<file path="src/rtl/shift_rows_pkg.sv">
// -----------------------------------------------------------------------------
// shift_rows_pkg
//   Shared AES definitions used by the ShiftRows stage.
//   - aes_state_t : 128-bit AES state, big-endian byte order, bit 0 = MSB of
//                   byte 0. Byte k occupies bits [8k : 8k+7].
//   - AES_ENC / AES_DEC : direction selectors for the enc_dec parameter.
//   - idx(r, c)   : byte index of row r, column c in the column-major state.
// -----------------------------------------------------------------------------
package shift_rows_pkg;

   typedef logic [0:127] aes_state_t;

   localparam int AES_ENC = 0;
   localparam int AES_DEC = 1;

   // Column-major layout: the four bytes of a column are contiguous.
   function automatic int idx(input int r, input int c);
      return 4 * c + r;
   endfunction

endpackage

</file>
<file path="src/rtl/shift_rows.sv">
// -----------------------------------------------------------------------------
// shift_rows
//   AES ShiftRows / InvShiftRows stage with a single register stage.
//   Row r of the 4x4 byte state rotates left by r bytes (enc_dec = AES_ENC)
//   or right by r bytes (enc_dec = AES_DEC). Row 0 passes through unchanged.
//
// Parameters
//   enc_dec   : AES_ENC (0) = ShiftRows, AES_DEC (1) = InvShiftRows.
//               Any other value stops elaboration.
//
// Ports
//   clk       : clock, all state updates on the rising edge.
//   rst_n     : synchronous active-low reset; clears new_state and out_valid.
//   in_valid  : state is valid on this cycle.
//   state     : input AES state, byte k at bits [8k : 8k+7].
//   out_valid : new_state carries a fresh result on this cycle.
//   new_state : permuted state, registered (1-cycle latency).
//
// Handshake: valid-only, no backpressure. An input is accepted on every rising
// edge where in_valid=1 and rst_n=1; its result appears after that edge with
// out_valid=1 for exactly one cycle per accepted input. The consumer must
// sample out_valid every cycle. When in_valid=0, new_state holds its last value.
// -----------------------------------------------------------------------------
module shift_rows
   import shift_rows_pkg::*;
#(
   parameter int enc_dec = AES_ENC
) (
   input  logic         clk,
   input  logic         rst_n,
   input  logic         in_valid,
   input  logic [0:127] state,
   output logic         out_valid,
   output logic [0:127] new_state
);

   if ((enc_dec != AES_ENC) && (enc_dec != AES_DEC)) begin : g_bad_enc_dec
      $error("shift_rows: enc_dec must be 0 (encrypt) or 1 (decrypt)");
   end

   aes_state_t shifted;

   // Pure wiring: each output byte selects one input byte from the same row.
   for (genvar r = 0; r < 4; r++) begin : g_row
      for (genvar c = 0; c < 4; c++) begin : g_col
         localparam int src_col = (enc_dec == AES_ENC) ? ((c + r) % 4)
                                                       : ((c - r + 4) % 4);
         assign shifted[idx(r, c) * 8 +: 8] = state[idx(r, src_col) * 8 +: 8];
      end
   end

   always_ff @(posedge clk) begin
      if (!rst_n) begin
         new_state <= '0;
         out_valid <= 1'b0;
      end else begin
         out_valid <= in_valid;
         if (in_valid) begin
            new_state <= shifted;
         end
      end
   end

endmodule

</file>
<file path="config.mk">
export PLATFORM = sky130hd
export DESIGN_NAME = shift_rows
export DESIGN_NICKNAME = d
export VERILOG_FILES = /design/src/rtl/shift_rows_pkg.sv /design/src/rtl/shift_rows.sv
export SDC_FILE = /design/constraint.sdc
export NUM_CORES = 1
export LEC_CHECK = 0
export CAP_MARGIN = 20
export CORE_MARGIN = 2
export CORE_UTILIZATION = 36
export DETAILED_ROUTE_END_ITERATION = 8
export PLACE_DENSITY_LB_ADDON = 0.12
export SKIP_CTS_REPAIR_TIMING = 1
export SLEW_MARGIN = 40
export SYNTH_ARGS = -nofsm -noshare
export SYNTH_HDL_FRONTEND = slang
export SYNTH_SLANG_ARGS = --single-unit
</file>
<file path="constraint.sdc">
create_clock -name clk -period 1.1 [get_ports clk]
set_clock_uncertainty 0.1 [all_clocks]
set_input_delay 0.22 -clock clk [delete_from_list [all_inputs] [get_ports clk]]
set_output_delay 0.22 -clock clk [all_outputs]
set_load 0.05 [all_outputs]
</file>
==> metrics <==
Nets 807; maximum clock insertion buffer count 2; DR pass1 iterations 4; switching power 3.70 mW; setup_tns -14.99 ns; failing checks negative setup slack; max-slew violations 0; layout cells sized above 1 43.3%; Reg2Reg Launch Point new_state[125]; Worst Path Max Fanout 2; hold path depth 3; Layout Cells excl Fill 868; r2r endpoint new_state[125]; area of the multi-input gates 2090 um^2; Post-Syn Nets 546; overall power 14.0 mW; Final ANT Viol Nets 0; Synth Cell Area 4990 um^2; hold path start in_valid; CP Launch Type flip-flop; Reg clk slew, reported paths 0.05 ns; Final min period 1.23 ns; Power Internal 10.3 mW; fillers 989; status finished, violations left; Crit Path Class flip-flop to output port; final worst slack -0.128 ns; Die Wd 122 um; clock latency on the worst-skew pair 0.41 ns; GP Congestion 0.764; Total Routing Usage GR 19.0%; total core area 13700 um^2; Reg power frac 37.9%; PortBufs 259; number of cells on the worst reg-to-reg path 3; Power per Cell Area 1450 nW/um^2; Max IR drop VDD 0.000964 V; initial antenna violation count 0; endpoints failing hold 0; wire per inst 16.0 um; CP delay by family, top flip-flops; cts bufs inserted 17; CTS tree yes; RSZ-0062 raised after global routing true; crit-path max cell delay 0.35 ns; Bufs and invs on worst path 1; Detailed Route WL 13900 um; clock sink count 129; Gate Count Post-Synth 415; diode count 0; root buffer cell clkbuf_16; crit path cell chain buf_12; Max Cap Viol 0; critical path endpoint category output port; final period utilization 112%; vias in the first global route 4146; Reg2Reg Setup Slack 0.25 ns; Cells after DPL 835; pin count of the biggest net entering global routing 61; Synth Warn # 0; Register Area 2750 um^2; Slew headroom 88.1%; final core occ 70.6%; Initial Utilization 36.3%; Vias 3903; H-tree level count 4; I/O Pins 260; post-DR vias/cell 4.50; #FFs+latches synth 129; slowest cell on the critical path dfxtp_2; DP HPWL 10400 um; leakage 4.08 nW; Unique masters post-synth 10; critical path arrival 0.91 ns; CP Data Required Time 0.78 ns; grt ovf 0; final setup fails 129; f_max 814 MHz; 1st-iter DRT viols 123; DRC Markers 0; switching share of total power 26.4%; register area share after synthesis 51.8%; area delta synth->final 94.2%; Combinational Power Share 23.8%; Worst Hold Path EP new_state[120]; worst hold path type input port to flip-flop; pre-CTS setup slack -0.0607 ns; Clock power frac 38.3%; slew of the pin with the lowest slew margin 0.174 ns; Die Footprint 14800 um^2; Die Ht 122 um; Rows 43; syn avg cell area 12.0 um^2; first-pass GRT wire length 21600 um
-- worst max path at each step --
stage | start | to | slack [ns] | depth (start not counted)
2_1_floorplan | in_valid | new_state[100] | 0.02 | 5
3_3_place_gp | in_valid | new_state[106] | -0.01 | 4
3_5_place_dp | in_valid | new_state[115] | -0.06 | 4
4_1_cts | new_state[5] | new_state[5] | -0.21 | 1
5_1_grt | new_state[23] | new_state[23] | -0.18 | 1
6_report | new_state[42] | new_state[42] | -0.13 | 1
-- cells in the mapped netlist --
master	count	area (um^2)
nor2b_1	128	801
and2_1	1	6.26
buf_4	2	15.0
buf_12	11	220
buf_8	1	15.0
dfxtp_1	129	2580
buf_2	1	5.00
mux2i_1	128	1280
clkbuf_1	13	48.8
buf_6	1	11.3
-- cell type report --
| class | instances | share of cell area [%] |
|---|---|---|
| flip-flops and latches | 129 | 28.4 |
| clock buffers | 25 | 5.01 |
| well taps | 180 | 2.33 |
| multi-input cells | 257 | 21.6 |
| repair buffers | 271 | 41.9 |
| clock inverters | 6 | 0.827 |
-- power groups by stage --
stage / Combinational [mW] / Sequential [mW] / Clock, mW
3_5_place_dp: 3.35 / 5.35 / 0
6_report: 3.35 / 5.31 / 5.37
3_3_place_gp: 3.30 / 5.34 / 0
4_1_cts: 3.36 / 5.26 / 5.53
5_1_grt: 3.49 / 5.35 / 5.77
2_1_floorplan: 0.694 / 6.15 / 0
-- stage by stage --
step / area [um^2] / hold WS, ns
3_5_place_dp: 8940 / 0.448
4_1_cts: 9500 / 0.0731
2_1_floorplan: 4990 / 0.289
6_report: 9680 / 0.0906
5_1_grt: 9680 / 0.115
3_3_place_gp: 8940 / 0.439
-- cell families (layout without fill, tap and decap cells) --
group / after synthesis / count (layout) / synth area share (%)
mux: 128 / 128 / 25.7
simple gates: 129 / 129 / 16.2
buf+inv: 29 / 302 / 6.32
flops: 129 / 129 / 51.8
-- routing by layer --
metal / track usage [%] / up-vias / share of wire (%) / wire length, um
met5: 0 / - / 0 / 0
met2: 31.4 / 182 / 49 / 6860
li1: - / 1895 / - / -
met3: 9.64 / 19 / 10 / 1430
met1: 21.1 / 1807 / 39 / 5340
met4: 6.90 / 0 / 1.7 / 233
-- state kept, by name, indices dropped and copies added (netlist names) --
| signal | flops |
|---|---|
| out_valid | 1 |
| new_state | 128 |
-- cells in the final DEF, fill, tap and decap left out, types with 2 or more instances in the layout --
cell | netlist | routed
buf_4 | 2 | 5
bufinv_16 | 0 | 2
buf_12 | 11 | 136
dfxtp_2 | 0 | 128
clkbuf_16 | 0 | 17
clkdlybuf4s50_1 | 0 | 128
nor2b_1 | 128 | 128
clkbuf_8 | 0 | 3
clkbuf_1 | 13 | 5
mux2i_1 | 128 | 128
clkinv_2 | 0 | 4
(Power assumes the default switching activity.)
